<file path="config.mk">
export PLATFORM = sky130hd
export DESIGN_NAME = mul_result_fifo_acc
export DESIGN_NICKNAME = d
export VERILOG_FILES = /design/src/rtl/mul_result_fifo_acc.sv
export SDC_FILE = /design/constraint.sdc
export NUM_CORES = 1
export LEC_CHECK = 0
export CORE_ASPECT_RATIO = 0.6
export CORE_UTILIZATION = 52
export CTS_BUF_LIST = sky130_fd_sc_hd__clkbuf_8
export DETAILED_ROUTE_END_ITERATION = 6
export PLACE_DENSITY = 0.75
export SYNTH_ARGS = -nofsm -noshare
export SYNTH_HDL_FRONTEND = slang
export SYNTH_SLANG_ARGS = --single-unit
</file>
<file path="constraint.sdc">
create_clock -name clk -period 4.4 [get_ports clk]
set_input_delay 0.88 -clock clk [delete_from_list [all_inputs] [get_ports clk]]
set_output_delay 0.88 -clock clk [all_outputs]
set_load 0.05 [all_outputs]
</file>
<file path="src/rtl/mul_result_fifo_acc.sv">
// rtl/mul_result_fifo_acc.sv - multiplier result FIFO with optional accumulate/flush stage
module mul_result_fifo_acc #(
    parameter int WIDTH = 64,
    parameter int DEPTH = 4,
    parameter int CW    = $clog2(DEPTH + 1)
) (
    input  logic             clk,
    input  logic             reset_n,
    input  logic             in_valid,
    output logic             in_ready,
    input  logic [WIDTH-1:0] in_result,
    input  logic             acc_en,
    input  logic             acc_flush,
    output logic             out_valid,
    input  logic             out_ready,
    output logic [WIDTH-1:0] out_result,
    output logic [CW-1:0]    count,
    output logic             full,
    output logic             empty,
    output logic [WIDTH-1:0] acc_value,
    output logic             acc_ovf,
    output logic             flush_stall
);

    localparam int AW = (DEPTH > 1) ? $clog2(DEPTH) : 1;

    logic [WIDTH-1:0] mem [DEPTH];
    logic [AW-1:0]    wr_ptr;
    logic [AW-1:0]    rd_ptr;
    logic [CW-1:0]    cnt;
    logic [WIDTH-1:0] acc;
    logic             ovf;

    logic             accept;
    logic             acc_take;
    logic             flush_ok;
    logic             push;
    logic             pop;
    logic [WIDTH:0]   acc_sum;
    logic [WIDTH-1:0] push_data;

    assign full        = (cnt == CW'(DEPTH));
    assign empty       = (cnt == '0);
    assign count       = cnt;
    assign acc_value   = acc;
    assign acc_ovf     = ovf;

    // A pass-through flush occupies the write port, so the producer is held off.
    assign in_ready    = !full && !(acc_flush && !acc_en);
    assign accept      = in_valid && in_ready;
    assign acc_take    = accept && acc_en;

    assign out_valid   = !empty;
    assign out_result  = empty ? '0 : mem[rd_ptr];
    assign pop         = out_valid && out_ready;

    // The sum includes any same-cycle accepted product so a flush never loses it.
    assign acc_sum     = {1'b0, acc} + (acc_take ? {1'b0, in_result} : '0);
    assign flush_ok    = acc_flush && !full;
    assign flush_stall = acc_flush && full;
    assign push        = flush_ok || (accept && !acc_en);
    assign push_data   = acc_flush ? acc_sum[WIDTH-1:0] : in_result;

    always_ff @(posedge clk) begin
        if (push && reset_n) begin
            mem[wr_ptr] <= push_data;
        end
    end

    always_ff @(posedge clk) begin
        if (!reset_n) begin
            wr_ptr <= '0;
            rd_ptr <= '0;
            cnt    <= '0;
            acc    <= '0;
            ovf    <= 1'b0;
        end else begin
            if (push) begin
                wr_ptr <= wr_ptr + AW'(1);
            end
            if (pop) begin
                rd_ptr <= rd_ptr + AW'(1);
            end
            cnt <= cnt + (push ? CW'(1) : CW'(0)) - (pop ? CW'(1) : CW'(0));
            if (flush_ok) begin
                acc <= '0;
                ovf <= 1'b0;
            end else begin
                acc <= acc_sum[WIDTH-1:0];
                ovf <= ovf | acc_sum[WIDTH];
            end
        end
    end

endmodule

</file>
After elaboration in Yosys (flattened, before gate mapping)
Memories as Yosys holds them, arrays and structs flattened. A register that Yosys moved wholly into a read port is not among the register bits.
Index checks and enable logic that the tools add are counted.
{"block": "word_totals", "register_bits": 72, "ram_bits": 256, "input_bits": 70, "output_inout_bits": 137, "mem_count": 1}
{"block": "op_classes", "addsub": 5, "eq_ne": 1, "n_mux": 9, "bitwise_logic": 2, "reduce_logical": 16}
{"name": "mem", "depth": 4, "width": 64, "read_ports": 1, "rd_clocked_by_memory_dff": 1, "write_ports": 1, "line_no": "27", "source": "logic [WIDTH-1:0] mem [DEPTH];"}
{"op": "2-to-1 mux 64 bit", "count": 3}
{"op": "adder 64 x 64 -> 65 bit", "count": 1}
{"op": "logical AND 1 bit", "count": 9}
{"op": "adder 2 x 1 -> 2 bit (second input constant)", "count": 2}
{"op": "zero test 1 bit", "count": 4}
{"op": "2-to-1 mux 1 bit", "count": 4}
{"op": "2-to-1 mux 2 bit", "count": 2}
{"op": "adder 3 x 1 -> 3 bit", "count": 1}
{"op": "equality test 3 bit (second input constant)", "count": 1}
{"op": "zero test 3 bit", "count": 1}
{"op": "subtractor 3 x 1 -> 3 bit", "count": 1}
{"op": "OR reduction 2 bit", "count": 1}
{"op": "logical OR 1 bit", "count": 1}
{"op": "inverter 1 bit", "count": 1}
{"op": "OR 1 bit", "count": 1}

Longest topological paths before layout
Gate-level depths: netlist of run 1.
{"block": "logic_depth", "depth_word": 10, "ltp_mapped": 18}

Worst setup path after synthesis of run 1
Ideal clock, no wire load.
{"block": "synth_path", "path_kind": "register to register", "from": "reg cnt[2], in the netlist count[2]", "to": "mem mem[0][52] (data pin)", "setup_time_ns": 0.266, "arrival_ns": 4.229, "setup_slack_ns": -0.095, "path_stages_with_launch": 18, "period_less_slack_ns": 4.495, "path_cell_list": "dfxtp_1 > nand2_1 > and3_1 > clkbuf_1 > clkbuf_1 > and2_1 > ha_1 > fa_1 > a21o_1 > a221oi_2 > o31a_1 > o21ai_1 > a21oi_2 > o31ai_1 > o31a_1 > a221oi_1 > xnor2_1 > mux2_2"}
{"block": "synth_via", "elab_chain_len": 8}
{"item": "start: declaration", "line_no": "30", "source": "logic [CW-1:0] cnt;"}
{"item": "start signal: assignment", "line_no": "84", "source": "cnt <= cnt + (push ? CW'(1) : CW'(0)) - (pop ? CW'(1) : CW'(0));"}
{"item": "equality test 3 bit", "line_no": "42", "source": "assign full = (cnt == CW'(DEPTH));"}
{"item": "zero test 1 bit", "line_no": "49", "source": "assign in_ready = !full && !(acc_flush && !acc_en);"}
{"item": "logical AND 1 bit", "line_no": "49"}
{"item": "logical AND 1 bit", "line_no": "50", "source": "assign accept = in_valid && in_ready;"}
{"item": "logical AND 1 bit", "line_no": "51", "source": "assign acc_take = accept && acc_en;"}
{"item": "2-to-1 mux 64 bit", "line_no": "58", "source": "assign acc_sum = {1'b0, acc} + (acc_take ? {1'b0, in_result} : '0);"}
{"item": "adder 64 x 64 -> 65 bit", "line_no": "58"}
{"item": "2-to-1 mux 64 bit", "line_no": "62", "source": "assign push_data = acc_flush ? acc_sum[WIDTH-1:0] : in_result;"}
{"item": "via push_data[52]", "line_no": "40", "source": "logic [WIDTH-1:0] push_data;"}
{"item": "end: declaration", "line_no": "27"}
The timed path passes the listed nets, and every way through them passes these cells.

Worst setup path in the final report of run 1
{"block": "layout_path", "from": "in acc_en", "to": "mem mem[2][41] (data pin)"}
{"block": "layout_via", "elab_chain_len": 9}
{"item": "start: declaration", "line_no": "12", "source": "input logic acc_en,"}
{"item": "zero test 1 bit", "line_no": "49"}
{"item": "logical AND 1 bit", "line_no": "49"}
{"item": "zero test 1 bit", "line_no": "49"}
{"item": "logical AND 1 bit", "line_no": "49"}
{"item": "logical AND 1 bit", "line_no": "50"}
{"item": "logical AND 1 bit (*)", "line_no": "51"}
{"item": "2-to-1 mux 64 bit (*)", "line_no": "58"}
{"item": "adder 64 x 64 -> 65 bit (*)", "line_no": "58"}
{"item": "2-to-1 mux 64 bit (*)", "line_no": "62"}
{"item": "via push_data[41]", "line_no": "40"}
The timed path passes the listed nets; every way through them passes the cells marked *.

==> results by group, run 1 <==
Setup path
  – Worst endpoint data arrival time: 4600 ps
  – Crit end category: flop
  – CP max FO: 32
  – Reg2Reg Capture Point: mem[0][49]
  – Data required, critical path: 4720 ps
  – R2r worst-path depth: 17
  – Worst Setup Path Type: primary input to flop
  – Reg-to-reg startpoint: count[0]
  – Reg-to-reg slack, setup: 220 ps
  – Critical path startpoint category: primary input

Logic synthesis
  – Synthesis Warnings: 0
  – Unique masters post-synth: 58
  – Syn_nets: 1440
  – Post-synth top area share: 0.461
  – #FFs+latches synth: 330
  – Top post-synthesis cells by area: edfxtp_1 46%, dfxtp_1 8.9%, mux4_2 8.6%, and2_1 7.0%, ha_1 5.2%
  – Mapped Area: 0.0167 mm^2
  – Number of synthesized flops with an enable pin: 256
  – Sequential share of the synthesized area: 0.549
  – Avg Inst Size Synth: 12.9 um^2
  – Cells after Synth: 1298
  – Synth async-reset ratio: 0
  – Leading area contributor after synthesis: edfxtp_1
  – Dominant synthesized flop cell: edfxtp_1

Power and ir drop
  – P_leak: 8.53 nW
  – Peak supply drop: 433 uV
  – Power per cell area: 503 mW/mm^2

Layout
  – Fill cell count: 2209
  – Final Cell Area: 0.0218 mm^2
  – ANT cells: 0
  – Area taken by multi-input logic gates: 0.00723 mm^2
  – Sequential cell area: 0.00918 mm^2
  – Commonest non-fill, non-tap cell in the layout: edfxtp_1
  – Nets: 1847
  – Share of cells above drive strength 1: 0.245
  – Finished Layout Cells: 2161
  – Commonest cells after routing, fill and taps aside: 256 x edfxtp_1, 215 x buf_4, 205 x clkdlybuf4s50_1
  – P&R area growth vs syn: 30.3%

Hold path
  – HP Start: rd_ptr[0]
  – Worst hold path cell count: 2
  – Min-delay worst type: flop to flop

Clock network
  – Hold bufs inserted after CTS: 0
  – Clock root cell: clkbuf_8
  – H-tree level count: 2
  – Num CTS Buffers: 48
  – CTS max path bufs: 3
  – Clock Sinks: 330
  – CTS clk-pin slew, worst paths: 70 ps
  – Clock Latency Late Sink: 610 ps
  – CTS tree: done
  – Setup repair bufs after CTS: 0

Floorplanning
  – Vert. Die Dim: 141 um
  – Core area: 0.0313 mm^2
  – Num ports: 207
  – Initial Util: 0.532
  – Die X: 233 um
  – Rows: 50
  – Die footprint: 0.0328 mm^2

STA
  – Worst Skew: 40.0 ps
  – Endpoints failing hold: 0
  – Final cycle utilization of the critical path: 0.971
  – Slew Limit Fails: 0
  – Fin crit period: 4270 ps
  – RSZ-0062 raised after global routing: no
  – Worst slew margin: 0.178
  – Fmax: 234 MHz
  – # setup viols final: 0
  – Hold Worst Slack: 582 ps
  – Actual slew at the worst max-slew pin: 1230 ps

Detailed routing
  – Final Routed Wirelength: 44800 um
  – Post-DR wirelength/cell: 20.7 um
  – DRC Markers: 0
  – Number of iterations in the first detailed-routing pass: 5
  – Initial DRC count: 1036
  – Detail Route Antenna Nets: 0
  – Vias/cell: 5.67
  – DR vias: 12200

Place
  – I/O Buffers: 206
  – Placed inst area: 0.0207 mm^2
  – Global placement routability congestion: 0.927
  – DPL Wire Length: 31900 um
  – Dpl cells: 2071

Flow run
  – Number of max-cap violations: 0

Global route
  – Initial antenna violation count: 0
  – All-Layer GR Usage: 0.276
  – Vias in the first global route: 12100
  – First-pass GRT wire length: 68900 um
  – Largest net degree at the start of global routing: 70
  – Total gr overflow: 0

Status
  – Status: finished, final reports clean
flip-flops by register name, indices dropped and copies added (netlist names), named ones only:
register,count
count,3
rd_ptr,2
mem,256
acc_value,64
acc_ovf,1
wr_ptr,2
cell type report:
cell class                      instances  area share
Sequential cell                       330       0.422
Multi-Input combinational cell        875       0.332
Timing Repair Buffer                  425       0.173
Clock buffer                           52      0.0329
Tap cell                              416      0.0239
Clock inverter                         38      0.0116
Inverter                               25     0.00431
Yosys cell counts, types with 12 or more instances:
cell type / number
and3_1: 18
dfxtp_1: 74
xor2_1: 20
nor3_1: 12
nor2_1: 56
o21bai_1: 15
clkbuf_1: 56
nand4_1: 19
mux2_2: 54
mux4_2: 64
a21oi_1: 75
o21ai_0: 33
inv_1: 25
buf_1: 12
xnor2_1: 41
edfxtp_1: 256
nand3_1: 12
ha_1: 70
nand2_1: 64
a21o_1: 32
and2_1: 188
worst max-delay path by stage:
stage,start,to,slack (ps),cells past startpoint
floorplan,acc_en,mem[0][52],10,16
global placement,acc_en,mem[0][59],-540,19
detailed placement,acc_en,mem[1][63],-620,17
CTS,acc_en,mem[0][63],10,17
global route,acc_en,mem[1][52],10,16
finish,acc_en,mem[2][41],130,16
worst max-delay path, stage by stage:
cell             delay (ps)
clkdlybuf4s50_1         480
and3_4                  290
buf_12                  210
and2_1                  150
ha_1                    250
a21oi_1                 190
o21ai_0                 160
a211oi_1                270
nor3_1                   80
a211oi_1                260
buf_4                   200
o21ai_0                 180
a21oi_1                 280
o21ai_0                 160
xor2_1                  220
mux2_2                  340
per-stage QoR:
stage / util / setup TNS [ps] / setup slack (ps) / total power [mW]
after global routing: 0.694 / 0 / 12.7 / 11.4
after global placement: 0.662 / -49580 / -543 / 8.45
after CTS: 0.693 / 0 / 10.7 / 11.0
final: 0.694 / 0 / 129 / 10.9
after detailed placement: 0.662 / -57050 / -617 / 8.52
after floorplan: - / 0 / 11.4 / 6.92
per-layer routing:
| layer | wire length, um | part of all wire | global-route usage | up-vias |
|---|---|---|---|---|
| li1 | - | - | - | 5664 |
| met4 | 917 | 0.020 | 0.0722 | 0 |
| met5 | 0 | 0 | 0 | - |
| met1 | 21900 | 0.49 | 0.438 | 5985 |
| met2 | 18400 | 0.41 | 0.387 | 528 |
| met3 | 3620 | 0.081 | 0.0500 | 71 |
power breakdown:
part,switching (mW),total [mW],leakage (nW),internal [mW]
clock,1.21,2.49,0.535,1.28
combinational,2.84,4.59,5.03,1.75
sequential,0.146,3.86,2.96,3.72
total,4.20,10.9,8.53,6.75
kinds of logic after synthesis:
logic type                 synth area share
AOI/OAI and AO/OA                    0.0921
xor gates and xnor gates             0.0320
adders and majority gates            0.0549
buffers and inverters                0.0209
DFF                                   0.549
muxes                                 0.124
and+or+nand+nor                       0.127
repair_timing:
| item | CTS | global route |
|---|---|---|
| setup endpoints to repair | 8 | 72 |
| pin swaps | 0 | 1 |
| resized for setup | 1 | 9 |
Note: power is estimated with default switching activity, not from simulation.
==> run 2: changes to the inputs <==
- CORE_MARGIN: unset -> 3
- CTS_CLUSTER_SIZE: unset -> 16
- PLACE_DENSITY: 0.75 -> 0.78
==> run 2 against run 1 <==
  * Global-route usage decreased by 1.4 points
  * Final cell count increased by 1.1%
  * First-iteration DRC count decreased by 5.1%
  * Sequential share of layout area decreased by 0.34 points
  * Largest power group unchanged
  * Sequential power about the same
  * Critical path depth unchanged
  * Non-clock buffer count increased by 18
  * Clock power about the same
  * Largest cell class unchanged
  * Die area increased by 4.6%
==> results by group, run 2 (synthesized netlist as in run 1, its figures left out) <==
Layout
  – P&R area growth vs syn: 31.4%
  – Fill cell count: 2225
  – Sequential cell area: 0.00918 mm^2
  – Commonest cells after routing, fill and taps aside: 256 x edfxtp_1, 234 x buf_4, 203 x clkdlybuf4s50_1
  – Area taken by multi-input logic gates: 0.00725 mm^2
  – Nets: 1867
  – Largest Register: mem
  – Commonest non-fill, non-tap cell in the layout: edfxtp_1
  – Finished Layout Cells: 2185
  – Max FFs per register: 256
  – Final Cell Area: 0.0219 mm^2
  – Share of cells above drive strength 1: 0.254
  – Final core occ: 0.698

Place
  – Dpl cells: 2086
  – Placed inst area: 0.0208 mm^2
  – Global placement routability congestion: 0.939
  – DPL Wire Length: 33000 um
  – I/O Buffers: 206
  – Pre-CTS setup slack: -599 ps

Setup path
  – Critical path depth in cells: 16
  – Reg-to-reg slack, setup: 220 ps
  – Crit-path cells: nor2_1 -> nand2_1 -> and3_4 -> and2_1 -> ha_1 -> and3_1 -> buf_4 -> a221oi_2 -> o31a_1 -> o211a_1 -> o21a_4 -> a2111oi_4 -> a211oi_4 -> o21a_1 -> or4_1 -> nand3_1
  – Worst Setup Path Type: flop to flop
  – R2r worst-path depth: 16
  – CP max FO: 5
  – Slowest CP cell: or4_1
  – End point of the critical path: mem[3][62]
  – Critical path startpoint category: flop
  – Crit end category: flop
  – Slowest stage delay, CP: 500 ps
  – Critical path startpoint: count[1]
  – CP top delay family: compound AO/OA/AOI/OAI gates
  – Data required, critical path: 4830 ps
  – CP bufs+invs: 1
  – Reg-to-reg startpoint: count[1]
  – Worst endpoint data arrival time: 4600 ps
  – Reg2Reg Capture Point: mem[3][62]

Power and ir drop
  – Power per cell area: 500 mW/mm^2
  – Peak supply drop: 485 uV
  – P_leak: 8.70 nW

Status
  – Status: finished, final reports clean

Floorplanning
  – Vert. Die Dim: 145 um
  – Die X: 237 um
  – Num ports: 207
  – Initial Util: 0.531
  – Core area: 0.0314 mm^2
  – Rows: 50
  – Die footprint: 0.0344 mm^2

Global route
  – Total gr overflow: 0
  – Most Used Layer, Global Route: met1
  – Largest net degree at the start of global routing: 68
  – Initial antenna violation count: 3
  – GR Util met3: 0.0534
  – First-pass GRT wire length: 69600 um
  – Vias in the first global route: 12300
  – Routing usage on met2: 0.388
  – All-Layer GR Usage: 0.262
  – GRT met1 Usage: 0.401

Detailed routing
  – Number of iterations in the first detailed-routing pass: 5
  – Post-DR wirelength/cell: 20.8 um
  – DR vias: 12400
  – Initial DRC count: 983
  – Vias/cell: 5.65
  – DRC Markers: 0
  – Final Routed Wirelength: 45400 um
  – Detail Route Antenna Nets: 0

Hold path
  – Min-delay worst type: flop to flop

Clock network
  – CTS clk-pin slew, worst paths: 60 ps
  – Num CTS Buffers: 49
  – CTS tree: done
  – CTS max path bufs: 3
  – Clock root cell: clkbuf_8
  – H-tree level count: 2
  – Hold bufs inserted after CTS: 0
  – Clock Sinks: 330
  – Clock Latency Late Sink: 590 ps

STA
  – Worst slew margin: 0.240
  – Fin crit period: 4180 ps
  – Worst Skew: 28.2 ps
  – Endpoints failing hold: 0
  – Setup TNS: 0 ps
  – Slew Limit Fails: 0
  – Actual slew at the worst max-slew pin: 1140 ps
  – # setup viols final: 0
  – Final cycle utilization of the critical path: 0.949
  – Final worst slack: 224 ps
  – RSZ-0062 raised after global routing: no
  – Fmax: 239 MHz

Flow run
  – Number of max-cap violations: 0
==> run 2: cell count changes in the layout (fill, tap and decap cells not counted), sizes merged, moves of 2 or more <==
| cell | change |
|---|---|
| diode | +3 |
| inv | +8 |
| buf | +18 |
| dlymetal6s2s | +2 |
| clkinv | -9 |
| clkbuf | +4 |
| clkdlybuf4s50 | -2 |
==> run 2: power breakdown <==
group	internal [mW]	total, mW	leakage [nW]	switching, mW
clock network	1.34	2.51	0.592	1.17
registers	3.72	3.83	2.96	0.112
logic	1.75	4.61	5.15	2.86
==> run 2: area by class of cell <==
class | count | share of cell area
Sequential cell | 330 | 0.418
Multi-Input combinational cell | 876 | 0.330
Timing Repair Buffer | 443 | 0.177
Clock buffer | 56 | 0.0351
Tap cell | 416 | 0.0237
Clock inverter | 36 | 0.0106
Inverter | 25 | 0.00428
Antenna cell | 3 | 0.000342
==> run 2: how the worst min path moves through the flow <==
stage	from	to	slack (ps)	depth (start not counted)
floorplan	rd_ptr[0]	flop	530	2
global placement	rd_ptr[0]	rd_ptr[0]	550	2
detailed placement	rd_ptr[0]	flop	560	2
CTS	rd_ptr[0]	flop	570	2
global route	rd_ptr[1]	flop	610	2
finish	rd_ptr[0]	flop	580	2
==> run 2: worst reg2reg max path, cell delays in order (launching register included) <==
cell       delay [ps]
dfxtp_1           360
nor2_1            100
nand2_1           140
and3_4            260
and2_1            170
ha_1              350
and3_1            210
buf_4             120
a221oi_2           60
o31a_1            340
o211a_1           270
o21a_4            250
a2111oi_4         410
a211oi_4          110
o21a_1            220
or4_1             500
nand3_1           140
==> run 2: routing by layer <==
| metal | part of all wire | wire length (um) |
|---|---|---|
| met1 | 0.47 | 21300 |
| met2 | 0.42 | 19200 |
| met3 | 0.089 | 4040 |
| met4 | 0.019 | 846 |
| met5 | 0 | 0 |
==> run 2: what timing repair did <==
item	in CTS	in global routing
setup buffers	0	3
setup endpoints to repair	0	99
gates resized for setup	0	17
==> run 2: stage by stage <==
step                hold slack, ps  power, mW
floorplan                      526       6.92
global placement               548       8.43
detailed placement             557       8.51
CTS                            573       11.0
global route                   611       11.4
finish                         581       11.0
==> run 3: changes to the inputs <==
- CTS_CLUSTER_DIAMETER: unset -> 30
- HOLD_SLACK_MARGIN: unset -> 0.12
==> run 3 against run 2 <==
  * Clock-buffer cell count fell by 8
  * Combinational power barely moved
  * Routed wire length rose by 0.50%
  * Maximum frequency fell by 0.63%
  * Final area rose by 0.31%
  * Sequential share of layout area fell by 0.13 points
  * Clock power rose by 8.4%
  * Largest cell class unchanged
==> results by group, run 3 (synthesized netlist as in run 1, its figures left out) <==
Clock network
  – Clock root cell: clkbuf_8
  – CTS tree: done
  – Clock Sinks: 330
  – CTS max path bufs: 3
  – Num CTS Buffers: 46
  – Clock Latency Late Sink: 620 ps
  – H-tree level count: 2
  – CTS clk-pin slew, worst paths: 80 ps

STA
  – Slew Limit Fails: 0
  – Actual slew at the worst max-slew pin: 1130 ps
  – Final worst slack: 198 ps
  – Worst Skew: 65.7 ps
  – Fin crit period: 4200 ps
  – # setup viols final: 0
  – Endpoints failing hold: 0
  – Hold Worst Slack: 569 ps
  – Final cycle utilization of the critical path: 0.955
  – Worst slew margin: 0.245
  – Fmax: 238 MHz

Detailed routing
  – Initial DRC count: 1072
  – DRC Markers: 0
  – DR vias: 12300
  – Vias/cell: 5.67
  – Final Routed Wirelength: 45600 um
  – Detail Route Antenna Nets: 0
  – Post-DR wirelength/cell: 20.9 um
  – Number of iterations in the first detailed-routing pass: 5

Global route
  – Largest net degree at the start of global routing: 68
  – Total gr overflow: 0
  – Vias in the first global route: 12400
  – First-pass GRT wire length: 70200 um
  – Initial antenna violation count: 2
  – All-Layer GR Usage: 0.265

Place
  – Global placement routability congestion: 0.939
  – Dpl cells: 2086
  – I/O Buffers: 206
  – Pre-CTS setup slack: -599 ps
  – DPL Wire Length: 33000 um
  – Placed inst area: 0.0208 mm^2

Setup path
  – Reg-to-reg startpoint: count[1]
  – CP max FO: 20
  – Worst Setup Path Type: flop to flop
  – Crit-path cells: nor2_1 -> nand2_1 -> and3_4 -> buf_12 -> and2_1 -> ha_1 -> nand2_1 -> nor3_1 -> o21a_1 -> o211ai_1 -> a21oi_1 -> o21ai_1 -> buf_4 -> a211oi_1 -> nor2_1 -> o41ai_1 -> nand3_1
  – Critical path startpoint category: flop
  – Slowest CP cell: o41ai_1
  – Data required, critical path: 4710 ps
  – Critical path startpoint: count[1]
  – Crit end category: flop
  – Worst endpoint data arrival time: 4510 ps
  – Slowest stage delay, CP: 400 ps

Layout
  – Finished Layout Cells: 2178
  – Commonest cells after routing, fill and taps aside: 256 x edfxtp_1, 234 x buf_4, 203 x clkdlybuf4s50_1
  – Final Cell Area: 0.0220 mm^2
  – Fill cell count: 2220
  – Share of cells above drive strength 1: 0.265
  – Commonest non-fill, non-tap cell in the layout: edfxtp_1
  – P&R area growth vs syn: 31.8%
  – Max FFs per register: 256
  – Nets: 1864
  – Largest Register: mem

Floorplanning
  – Num ports: 207
  – Initial Util: 0.531
  – Die X: 237 um
  – Core area: 0.0314 mm^2
  – Die footprint: 0.0344 mm^2
  – Vert. Die Dim: 145 um
  – Rows: 50

Hold path
  – HP Start: rd_ptr[0]
  – Min-delay worst type: flop to flop

Power and ir drop
  – P_leak: 8.66 nW
  – Peak supply drop: 485 uV
  – Power per cell area: 508 mW/mm^2

Flow run
  – Number of max-cap violations: 0

Status
  – Status: finished, final reports clean
==> run 3: per-layer routing <==
layer  track usage  vias to the layer above  part of all wire
li1              -                     5708                 -
met1         0.402                     6039              0.47
met2         0.395                      530              0.43
met3        0.0466                       67             0.085
met4        0.0716                        0             0.021
met5             0                        -                 0
==> run 3: layout make-up <==
class | instances | area [um^2] | area share
Sequential cell | 330 | 9180 | 0.417
Antenna cell | 2 | 5.00 | 0.000227
Multi-Input combinational cell | 876 | 7250 | 0.329
Timing Repair Buffer | 443 | 3880 | 0.177
Clock buffer | 48 | 661 | 0.0300
Inverter | 25 | 93.8 | 0.00427
Clock inverter | 38 | 412 | 0.0187
Tap cell | 416 | 520 | 0.0237
==> run 3: timing repair <==
action                                  in CTS  in global routing
setup buffers                                0                  3
endpoints found under the setup margin       0                100
gates resized for setup                      0                 18
hold endpoints to repair                     0                  0
hold buffers                                 0                  0
==> run 3: power by group <==
part / total, mW / switching (mW) / internal [mW] / leakage (nW)
logic: 4.62 / 2.86 / 1.75 / 5.15
clock network: 2.72 / 1.37 / 1.36 / 0.546
registers: 3.83 / 0.113 / 3.71 / 2.96
==> run 3: stage by stage <==
step | total power, mW | utilization | setup TNS, ps
after global routing | 11.6 | 0.701 | -153
after floorplan | 6.92 | - | 0
final | 11.2 | 0.701 | 0
after global placement | 8.43 | 0.663 | -48210
after detailed placement | 8.51 | 0.663 | -62770
after CTS | 11.2 | 0.697 | 0
==> run 3: critical path, delay by kind of cell, from the launching register on <==
kind	cells	cell delay [ps]
AND/OR/NAND/NOR	8	1400
flip-flops	1	370
adder cells (fa/ha/maj)	1	380
buffers and inverters	2	310
AO/OA/AOI/OAI	6	1410
==> run 3: final timing paths <==
path | depth (start not counted) | to | slack, ps
worst min register to register | 2 | flop | 570
worst max register to register | 17 | mem[0][63] | 200
worst max-delay path | 17 | mem[0][63] | 200
worst min-delay path | 2 | flop | 570
